$ cat config.mk
export PLATFORM = sky130hd
export DESIGN_NAME = mix_round_sequencer
export DESIGN_NICKNAME = d
export VERILOG_FILES = /design/src/rtl/mix_pkg.sv /design/src/rtl/mix_lane_alu.sv /design/src/rtl/mix_round_sequencer.sv
export SDC_FILE = /design/constraint.sdc
export NUM_CORES = 2
export LEC_CHECK = 0
export CAP_MARGIN = 10
export CORE_ASPECT_RATIO = 1.5
export CORE_MARGIN = 2
export CORE_UTILIZATION = 35
export CTS_BUF_LIST = sky130_fd_sc_hd__clkbuf_4 sky130_fd_sc_hd__clkbuf_8
export CTS_CLUSTER_DIAMETER = 120
export DETAILED_ROUTE_END_ITERATION = 6
export GPL_TIMING_DRIVEN = 1
export PLACE_DENSITY = 0.58
export SLEW_MARGIN = 20
export SYNTH_ARGS = -nofsm -noshare
export SYNTH_HDL_FRONTEND = slang
export SYNTH_SLANG_ARGS = --single-unit
$ cat constraint.sdc
create_clock -name clk -period 10.2 [get_ports clk]
set_clock_uncertainty 0.15 [all_clocks]
set_input_delay 1.53 -clock clk [delete_from_list [all_inputs] [get_ports clk]]
set_output_delay 1.53 -clock clk [all_outputs]
set_load 0.1 [all_outputs]
$ cat src/rtl/mix_pkg.sv
// Shared definitions for the lane-serial mixing sequencer: lane geometry,
// phase and FSM state encodings, per-lane multiply/add constants and the
// modulo-8 lane index helper used by the lane ALU.
package mix_pkg;

    localparam int LANES  = 8;
    localparam int LANE_W = 32;

    typedef logic [LANES-1:0][LANE_W-1:0] lanes_t;

    typedef enum logic [2:0] {
        PH_ADD   = 3'd0,
        PH_CHAIN = 3'd1,
        PH_XSH   = 3'd2,
        PH_SHM   = 3'd3,
        PH_DIFF  = 3'd4,
        PH_MUL   = 3'd5
    } phase_e;

    typedef enum logic [1:0] {
        IDLE = 2'd0,
        RUN  = 2'd1,
        DONE = 2'd2
    } state_e;

    // Element i is the constant for lane i (lane 0 is the rightmost entry).
    localparam logic [LANES-1:0][4:0] K_TAB = {5'd19, 5'd17, 5'd13, 5'd11, 5'd7, 5'd5, 5'd3, 5'd2};
    localparam logic [LANES-1:0][4:0] C_TAB = {5'd23, 5'd19, 5'd17, 5'd13, 5'd11, 5'd7, 5'd5, 5'd3};

    // Lane indices are 3 bits wide, so plain addition wraps modulo 8.
    // Subtracting n is expressed as adding (8 - n).
    function automatic logic [2:0] lane_wrap(input logic [2:0] lane, input logic [2:0] offset);
        return lane + offset;
    endfunction

endpackage

$ cat src/rtl/mix_lane_alu.sv
// Combinational lane ALU shared by every phase: computes the new value of one
// lane from the current register contents of all eight lanes.
module mix_lane_alu
    import mix_pkg::*;
(
    input  phase_e              phase,
    input  logic [2:0]          lane,
    input  lanes_t              o,
    output logic [LANE_W-1:0]   result
);

    logic [LANE_W-1:0] cur;
    logic [LANE_W-1:0] prev1;
    logic [LANE_W-1:0] prev2;
    logic [LANE_W-1:0] next2;
    logic [LANE_W-1:0] next3;
    logic [LANE_W-1:0] next4;

    assign cur   = o[lane];
    assign prev1 = o[lane_wrap(lane, 3'd7)];
    assign prev2 = o[lane_wrap(lane, 3'd6)];
    assign next2 = o[lane_wrap(lane, 3'd2)];
    assign next3 = o[lane_wrap(lane, 3'd3)];
    assign next4 = o[lane_wrap(lane, 3'd4)];

    // Select the phase operation; the multiply is a 32x5 constant product truncated to 32 bits.
    always_comb begin
        result = cur;
        case (phase)
            PH_ADD:   result = cur + LANE_W'(lane);
            PH_CHAIN: result = cur + prev1;
            PH_XSH:   result = cur ^ (next3 << 16);
            PH_SHM:   result = cur - (next2 >> 17) + (next4 >> 12);
            PH_DIFF:  result = cur + prev1 - prev2;
            PH_MUL:   result = (cur * LANE_W'(K_TAB[lane])) + LANE_W'(C_TAB[lane]);
            default:  result = cur;
        endcase
    end

endmodule

$ cat src/rtl/mix_round_sequencer.sv
// Lane-serial mixing sequencer: accepts a 256-bit seed, runs ROUNDS rounds of
// six phases with one lane update per cycle through a shared lane ALU, then
// presents the result on a valid/ready handshake.
// Optional feature macro: MIX_ABORT_EN adds an 'abort' input that returns the
// sequencer to IDLE from RUN or DONE on the next edge.
module mix_round_sequencer
    import mix_pkg::*;
#(
    parameter int ROUNDS = 2,
    parameter int RND_W  = 8
) (
    input  logic                     clk,
    input  logic                     rst_n,
`ifdef MIX_ABORT_EN
    input  logic                     abort,
`endif
    input  logic                     in_valid,
    output logic                     in_ready,
    input  logic [LANES*LANE_W-1:0]  in_state,
    output logic                     out_valid,
    input  logic                     out_ready,
    output logic [LANES*LANE_W-1:0]  out_state,
    output logic                     busy,
    output logic [2:0]               cur_phase,
    output logic [2:0]               cur_lane,
    output logic [RND_W-1:0]         cur_round
);

    if (ROUNDS < 1) begin : g_rounds_too_small
        $error("mix_round_sequencer: ROUNDS must be at least 1");
    end
    if (ROUNDS > (1 << RND_W) - 1) begin : g_rounds_too_large
        $error("mix_round_sequencer: ROUNDS does not fit in RND_W bits");
    end

    state_e            state;
    lanes_t            o;
    lanes_t            o_next;
    phase_e            phase;
    logic [2:0]        lane;
    logic [RND_W-1:0]  round;
    logic [RND_W-1:0]  round_inc;
    logic [LANE_W-1:0] alu_result;
    logic              last_lane;
    logic              last_phase;
    logic              last_round;
    logic              abort_req;

`ifdef MIX_ABORT_EN
    assign abort_req = abort;
`else
    assign abort_req = 1'b0;
`endif

    assign last_lane  = (lane == 3'd7);
    assign last_phase = (phase == PH_MUL);
    assign round_inc  = round + RND_W'(1);
    assign last_round = (round_inc == RND_W'(ROUNDS));

    assign cur_phase = phase;
    assign cur_lane  = lane;
    assign cur_round = round;

    mix_lane_alu u_alu (
        .phase  (phase),
        .lane   (lane),
        .o      (o),
        .result (alu_result)
    );

    // Lane vector with the currently addressed lane replaced by the ALU result.
    always_comb begin
        o_next       = o;
        o_next[lane] = alu_result;
    end

    // Sequencer FSM: seed capture, lane/phase/round stepping and result handshake.
    always_ff @(posedge clk or negedge rst_n) begin
        if (!rst_n) begin
            state     <= IDLE;
            o         <= '0;
            phase     <= PH_ADD;
            lane      <= '0;
            round     <= '0;
            in_ready  <= 1'b1;
            out_valid <= 1'b0;
            busy      <= 1'b0;
            out_state <= '0;
        end else begin
            case (state)
                IDLE: begin
                    if (in_valid && in_ready) begin
                        o        <= in_state;
                        phase    <= PH_ADD;
                        lane     <= '0;
                        round    <= '0;
                        state    <= RUN;
                        in_ready <= 1'b0;
                        busy     <= 1'b1;
                    end
                end
                RUN: begin
                    if (abort_req) begin
                        state    <= IDLE;
                        busy     <= 1'b0;
                        in_ready <= 1'b1;
                    end else begin
                        o    <= o_next;
                        lane <= lane + 3'd1;
                        if (last_lane) begin
                            if (last_phase) begin
                                phase <= PH_ADD;
                                round <= round_inc;
                                if (last_round) begin
                                    state     <= DONE;
                                    busy      <= 1'b0;
                                    out_valid <= 1'b1;
                                    out_state <= o_next;
                                end
                            end else begin
                                phase <= phase_e'(phase + 3'd1);
                            end
                        end
                    end
                end
                DONE: begin
                    if (abort_req || out_ready) begin
                        state     <= IDLE;
                        out_valid <= 1'b0;
                        in_ready  <= 1'b1;
                    end
                end
                default: begin
                    state <= IDLE;
                end
            endcase
        end
    end

endmodule

# Yosys cells after proc, flatten, opt, wreduce, memory -nomap -nowiden
# Memory sizes are Yosys's and may differ from the RTL's.
# Index checks and enable logic that the tools add are counted.
# W data, S select, Z words.
# totals
register_bits	531
latchBits	0
ramBits	0
romBits	80
input_bits	260
out_inout_bits	273
wordCells	118
n_memories	2
# memory_table
memory	depth	word_bits	read_ports	rd_ports_with_merged_regs	write_ports	line_no	text
(name not given)	8	5	1	0	0	mix_lane_alu.sv:35	PH_MUL: result = (cur * LANE_W'(K_TAB[lane])) + LANE_W'(C_TAB[lane]);
(name not given)	8	5	1	0	0	mix_lane_alu.sv:35	
# op_classes
n_addsub	14
mul	1
div_mod_pow	0
n_lt_le_gt_ge	7
eq_ne	14
n_shift	0
muxes	48
n_bitwise	1
n_reduce_logical	15
# op_table
op	count
$bmux W32 S3	6
$pmux W256 S2	1
$bwmux W256	1
$mux W256	1
$mux W32	6
$pmux W32 S6	1
$demux W32 S3	1
$add A32 B20 Y32	1
$add A32 B3 Y32	1
$add A32 B32 Y32	1
$add A32 B5 Y32	1
$mul A32 B5 Y32	1
$sub A32 B15 Y32	1
$sub A32 B32 Y32	1
$xor A32 B32 Y32	1
$lt A3 B4 Y1 const B	6
$mux W8	3
$mux W16	1
$pmux W8 S2	1
$reduce_and A5 Y1	3
$pmux W3 S2	2
$mux W1	10
$mux W2	5
$mux W5	2
other kinds (22)	42

# Depth between registers and ports, before layout
# depth
ltp_word	8
depth_mapped	37
mapped_depth_nobuf	27

# Hierarchy
# From an unflattened synthesis, not the netlist that was laid out.
# unflattened
cells_unflattened	4283
hier_area_um2	43559.3
# modules_own_cells
mod	instances	cells_each	area_each_um2	seq_area_each_um2
mix_round_sequencer	1	2080	24369.6	13289.0
mix_lane_alu	1	2203	19189.7	0.0

# Least setup slack after synthesis
# No wires, ideal clock.
# synth_timing
path_kind	register -> register
start	register lane[1] (netlist: cur_lane[1])
end	register o[90] in the netlist's numbering
setup_ps	126
t_arrival_ps	9534
required_time_ps	9924
path_slack_ps	390
stages_incl_launch_ff	37
n_path_buf	10
period_less_slack_ps	9810
cell_sequence	dfrtp_1 > buf_6 > buf_12 > buf_6 > buf_4 > inv_1 > buf_1 > clkbuf_1 > ha_1 > ha_1 > clkbuf_1 > clkbuf_1 > clkbuf_1 > buf_1 > mux2_2 > ha_1 > fa_1 > a21oi_1 > o211ai_1 > nand4bb_1 > a21oi_1 > a221o_1 > a21oi_1 > o21ai_0 > xor2_1 > ha_1 > and3_1 > a211oi_1 > o21bai_1 > nor2b_1 > a221oi_1 > xor2_1 > nor2_1 > a2111o_1 > nor2_2 > a21oi_2 > a221o_1
# synth_between
elab_chain_len	8
elab_cells_between_ends	37
cone_classes	add/sub (11); mul (1); order compare (2); mux (19); bitwise (1); reduce/logical (1); memory (2)
# synth_rtl
item	line_no	text
start, declared	mix_round_sequencer.sv:40	logic [2:0] lane;
start signal, assigned	mix_round_sequencer.sv:109	lane <= lane + 3'd1;
branches (longest 6 deep; another with $mul A32 B5 Y32)	-	
$bwmux W256 *	mix_round_sequencer.sv:74	o_next[lane] = alu_result;
$pmux W256 S2 *	mix_round_sequencer.sv:90	case (state)
end signal, assigned	mix_round_sequencer.sv:93	o <= in_state;
end signal, assigned	mix_round_sequencer.sv:108	o <= o_next;
end, declared	mix_round_sequencer.sv:37	lanes_t o;
# Mark *: on every way between the ends. The select of a mux whose other input is x is not followed.
# A chain may end at the register's enable or synchronous reset.

# Worst setup path in the final report
# layout_timing
start	register lane[0] (netlist: cur_lane[0])
end	register o[90] in the netlist's numbering
# The elaborated chain is that of the path after synthesis.

==> results.toml <==
[clock_tree]
clk_pin_slew_ns = 0.07
post_cts_resized = 0
cts_root_buf = "clkbuf_8"
cts_max_path_buffers = 3
postCtsHoldBufs = 0
cts_buffers = 85
tritoncts = "built"
h-tree-depth = 3
post_cts_buffers = 0
clock-sinks = 531
clk_latency_ns = 0.81

[synth]
seq_area_frac_synth_pct = 31.28
syn-instance-count = 4648
synth_top_area_share_pct = 31.22
synth_area_leaders = "dfrtp_1 (31%), mux4_2 (9.8%), a21oi_1 (6.5%)"
synthesis.area_sq_um = 42480
yosysWarnings = 0
synth-edff-count = 0
synth_nets = 5201
syn_avg_cell_area_sq_um = 9.140
synth_common_cells = "a21oi_1 (549), dfrtp_1 (530), nor2_1 (386)"
synthDistinctLibCells = 102
synth_seq_cells = 531
synth_ff_type = "dfrtp_1"
post-synth-top-count-cell = "a21oi_1"
synth_top_area_cell = "dfrtp_1"
async_flop_share_pct = 100.0

[worst_hold_path]
hp-class = "flip-flop to flip-flop"
worst_hold_startpoint = "out_state[67]$_DFFE_PN0P_"
hold_end = "out_state[67]$_DFFE_PN0P_"
min_path_cells = 2

[route]
vias = 42847
top_layer = "met5"
wl_met2_mm = 99.22
drtPass1Iterations = 6
wl_met1_mm = 84.71
drt_iter0_drc = 5492
wirelength_mm = 225.4
vias_per_cell = 6.405
routed-wl-met3_mm = 23.26
remaining_drc_errors = 0
wl_per_cell_um = 33.70
antenna_left = 0

[worst_setup_path]
rr_worst_depth = 26
crit_fanout = 45
rr_endpoint = "o[90]$_DFFE_PN0P_"
start_kind = "flip-flop"
setup.worst_path.end_class = "flip-flop"
r2r_start = "cur_lane[0]$_DFFE_PN0P_"
crit_type = "flip-flop to flip-flop"
worstPathArrival_ns = 9.19
rrSetupSlack_ns = 1.55
required_ns = 10.73

[run_status]
status = "finished clean"

[die]
die_height_um = 430.7
io_pins = 533
start_util_pct = 35.28
fp.dieW_um = 288.5
dieArea_sq_um = 124200
rows = 156
core_sq_um = 120400

[global_route]
grt_overflow = 0
grt_max_degree = 177
grt_pass1_vias = 42196
grt_use_total_pct = 35.61
antenna_found_initial = 11
grt_pass1_wl_mm = 315.4

[timing]
min_period_ns = 8.653
rsz0062_at_grt = "false"
fin_hold_ws_ns = 0.3328
setup_viol = 0
slew_headroom_pct = 20.76
tightest_slew_ns = 1.181
finalCritPeriodShare_pct = 84.83
final_hold_viol_count = 0
drv_slew = 0
finalSetupTns_ns = 0
fmax_ghz = 0.1156

[job]
max_cap_violations = 0

[placed_design]
io_buffers = 532
dp_hpwl_mm = 170.3
gp_congestion = 1.016

[power_and_ir_drop]
ir_drop_v = 0.00008179
leakage_nw = 21.49
cellPowerDensity_nw_per_um2 = 86.16

[final_layout]
drive_above_1_share_pct = 12.61
syn_to_final_growth_pct = 21.00
final_nets = 5591
worst max-delay path by stage:
stage	startpoint	cells past startpoint	slack, ns	end
3_3_place_gp	cur_lane[0]$_DFFE_PN0P_	26	1.72	o[90]$_DFFE_PN0P_
4_1_cts	cur_lane[0]$_DFFE_PN0P_	26	1.60	o[90]$_DFFE_PN0P_
6_report	cur_lane[0]$_DFFE_PN0P_	26	1.55	o[90]$_DFFE_PN0P_
5_1_grt	cur_lane[0]$_DFFE_PN0P_	26	1.24	o[90]$_DFFE_PN0P_
2_1_floorplan	cur_lane[1]$_DFFE_PN0P_	36	0.39	o[90]$_DFFE_PN0P_
3_5_place_dp	cur_lane[0]$_DFFE_PN0P_	26	1.63	o[90]$_DFFE_PN0P_
state kept, by name (all words and copies together), names as in the netlist:
signal,flops
o,256
state,2
in_ready,1
out_state,256
cur_round,8
busy,1
out_valid,1
cur_phase,3
cur_lane,3
final cells by class:
cell class,count,area (sq um)
Sequential cell,531,13310
Inverter,264,991.0
Timing Repair Buffer,654,6321
Multi-Input combinational cell,3502,26950
Clock inverter,20,165.2
Clock buffer,129,1669
Fill cell,11726,69030
Tap cell,1580,1977
Antenna cell,10,25.02
power breakdown:
group,switching (mW),internal [mW]
registers,0.00386,2.11
clock network,1.00,1.07
logic,0.128,0.115
worst max-delay path: stages, from the launching register on:
cell and delay [ns]:
dfrtp_4 0.98, inv_2 0.17, ha_4 0.66, mux4_2 0.41, mux2_2 0.29, ha_1 0.25
fa_1 0.47, a21oi_1 0.25, o211ai_1 0.24, nand4bb_1 0.24, a21oi_1 0.16, a221o_1 0.36
a21oi_1 0.21, o21ai_0 0.14, xor2_1 0.33, ha_1 0.38, and3_1 0.18, a211oi_1 0.25
o21bai_1 0.15, nor2b_1 0.16, a221oi_1 0.35, xor2_1 0.18, nor2_1 0.06, a2111o_1 0.44
nor2_2 0.37, a21oi_2 0.22, a221o_1 0.39
layout by cell type, fill, tap and decap left out, types with 22 or more instances in the layout:
cell type / n
a21oi_1: 538
clkdlybuf4s50_1: 531
dfrtp_1: 525
o21ai_0: 379
nor2_1: 370
nand2_1: 339
inv_1: 259
o22ai_1: 187
ha_1: 185
mux4_2: 184
mux2i_1: 131
buf_4: 116
and3_1: 113
clkbuf_8: 112
fa_1: 105
xnor2_1: 83
a21o_1: 80
nor3_1: 67
nand3_1: 58
xor2_1: 53
mux2_2: 52
a22oi_1: 42
o21a_1: 37
a21oi_2: 28
a31oi_1: 28
or3_1: 25
a211oi_1: 23
o211ai_1: 22
logic make-up (layout without fill, tap and decap cells):
kind of cell | Yosys count | after routing | synth area share, %
muxes | 385 | 385 | 15.01
DFF | 531 | 531 | 31.28
buffers and inverters | 615 | 1067 | 5.908
xor gates and xnor gates | 136 | 136 | 2.804
adders and majority gates | 293 | 293 | 10.48
other | 0 | 10 | 0
and+or+nand+nor | 1122 | 1122 | 12.15
AOI/OAI and AO/OA | 1566 | 1566 | 22.36
per-stage QoR:
step,instance area (sq um),power [mW],worst slack [ns],std cells,util (%)
after floorplan,42480,2.192,0.3899,4648,-
after global placement,49540,2.392,1.720,6531,41.13
after detailed placement,49540,2.391,1.629,6531,41.13
after CTS,51370,4.442,1.595,6680,42.66
after global routing,51380,4.536,1.237,6681,42.67
final,51400,4.429,1.547,6690,42.68
metal layers:
layer,track usage (%),vias to the layer above
met5,0,-
met4,23.57,6
met3,8.344,686
met2,54.00,2903
met1,45.08,21451
li1,-,17801
Note: power is estimated with default switching activity, not from simulation.
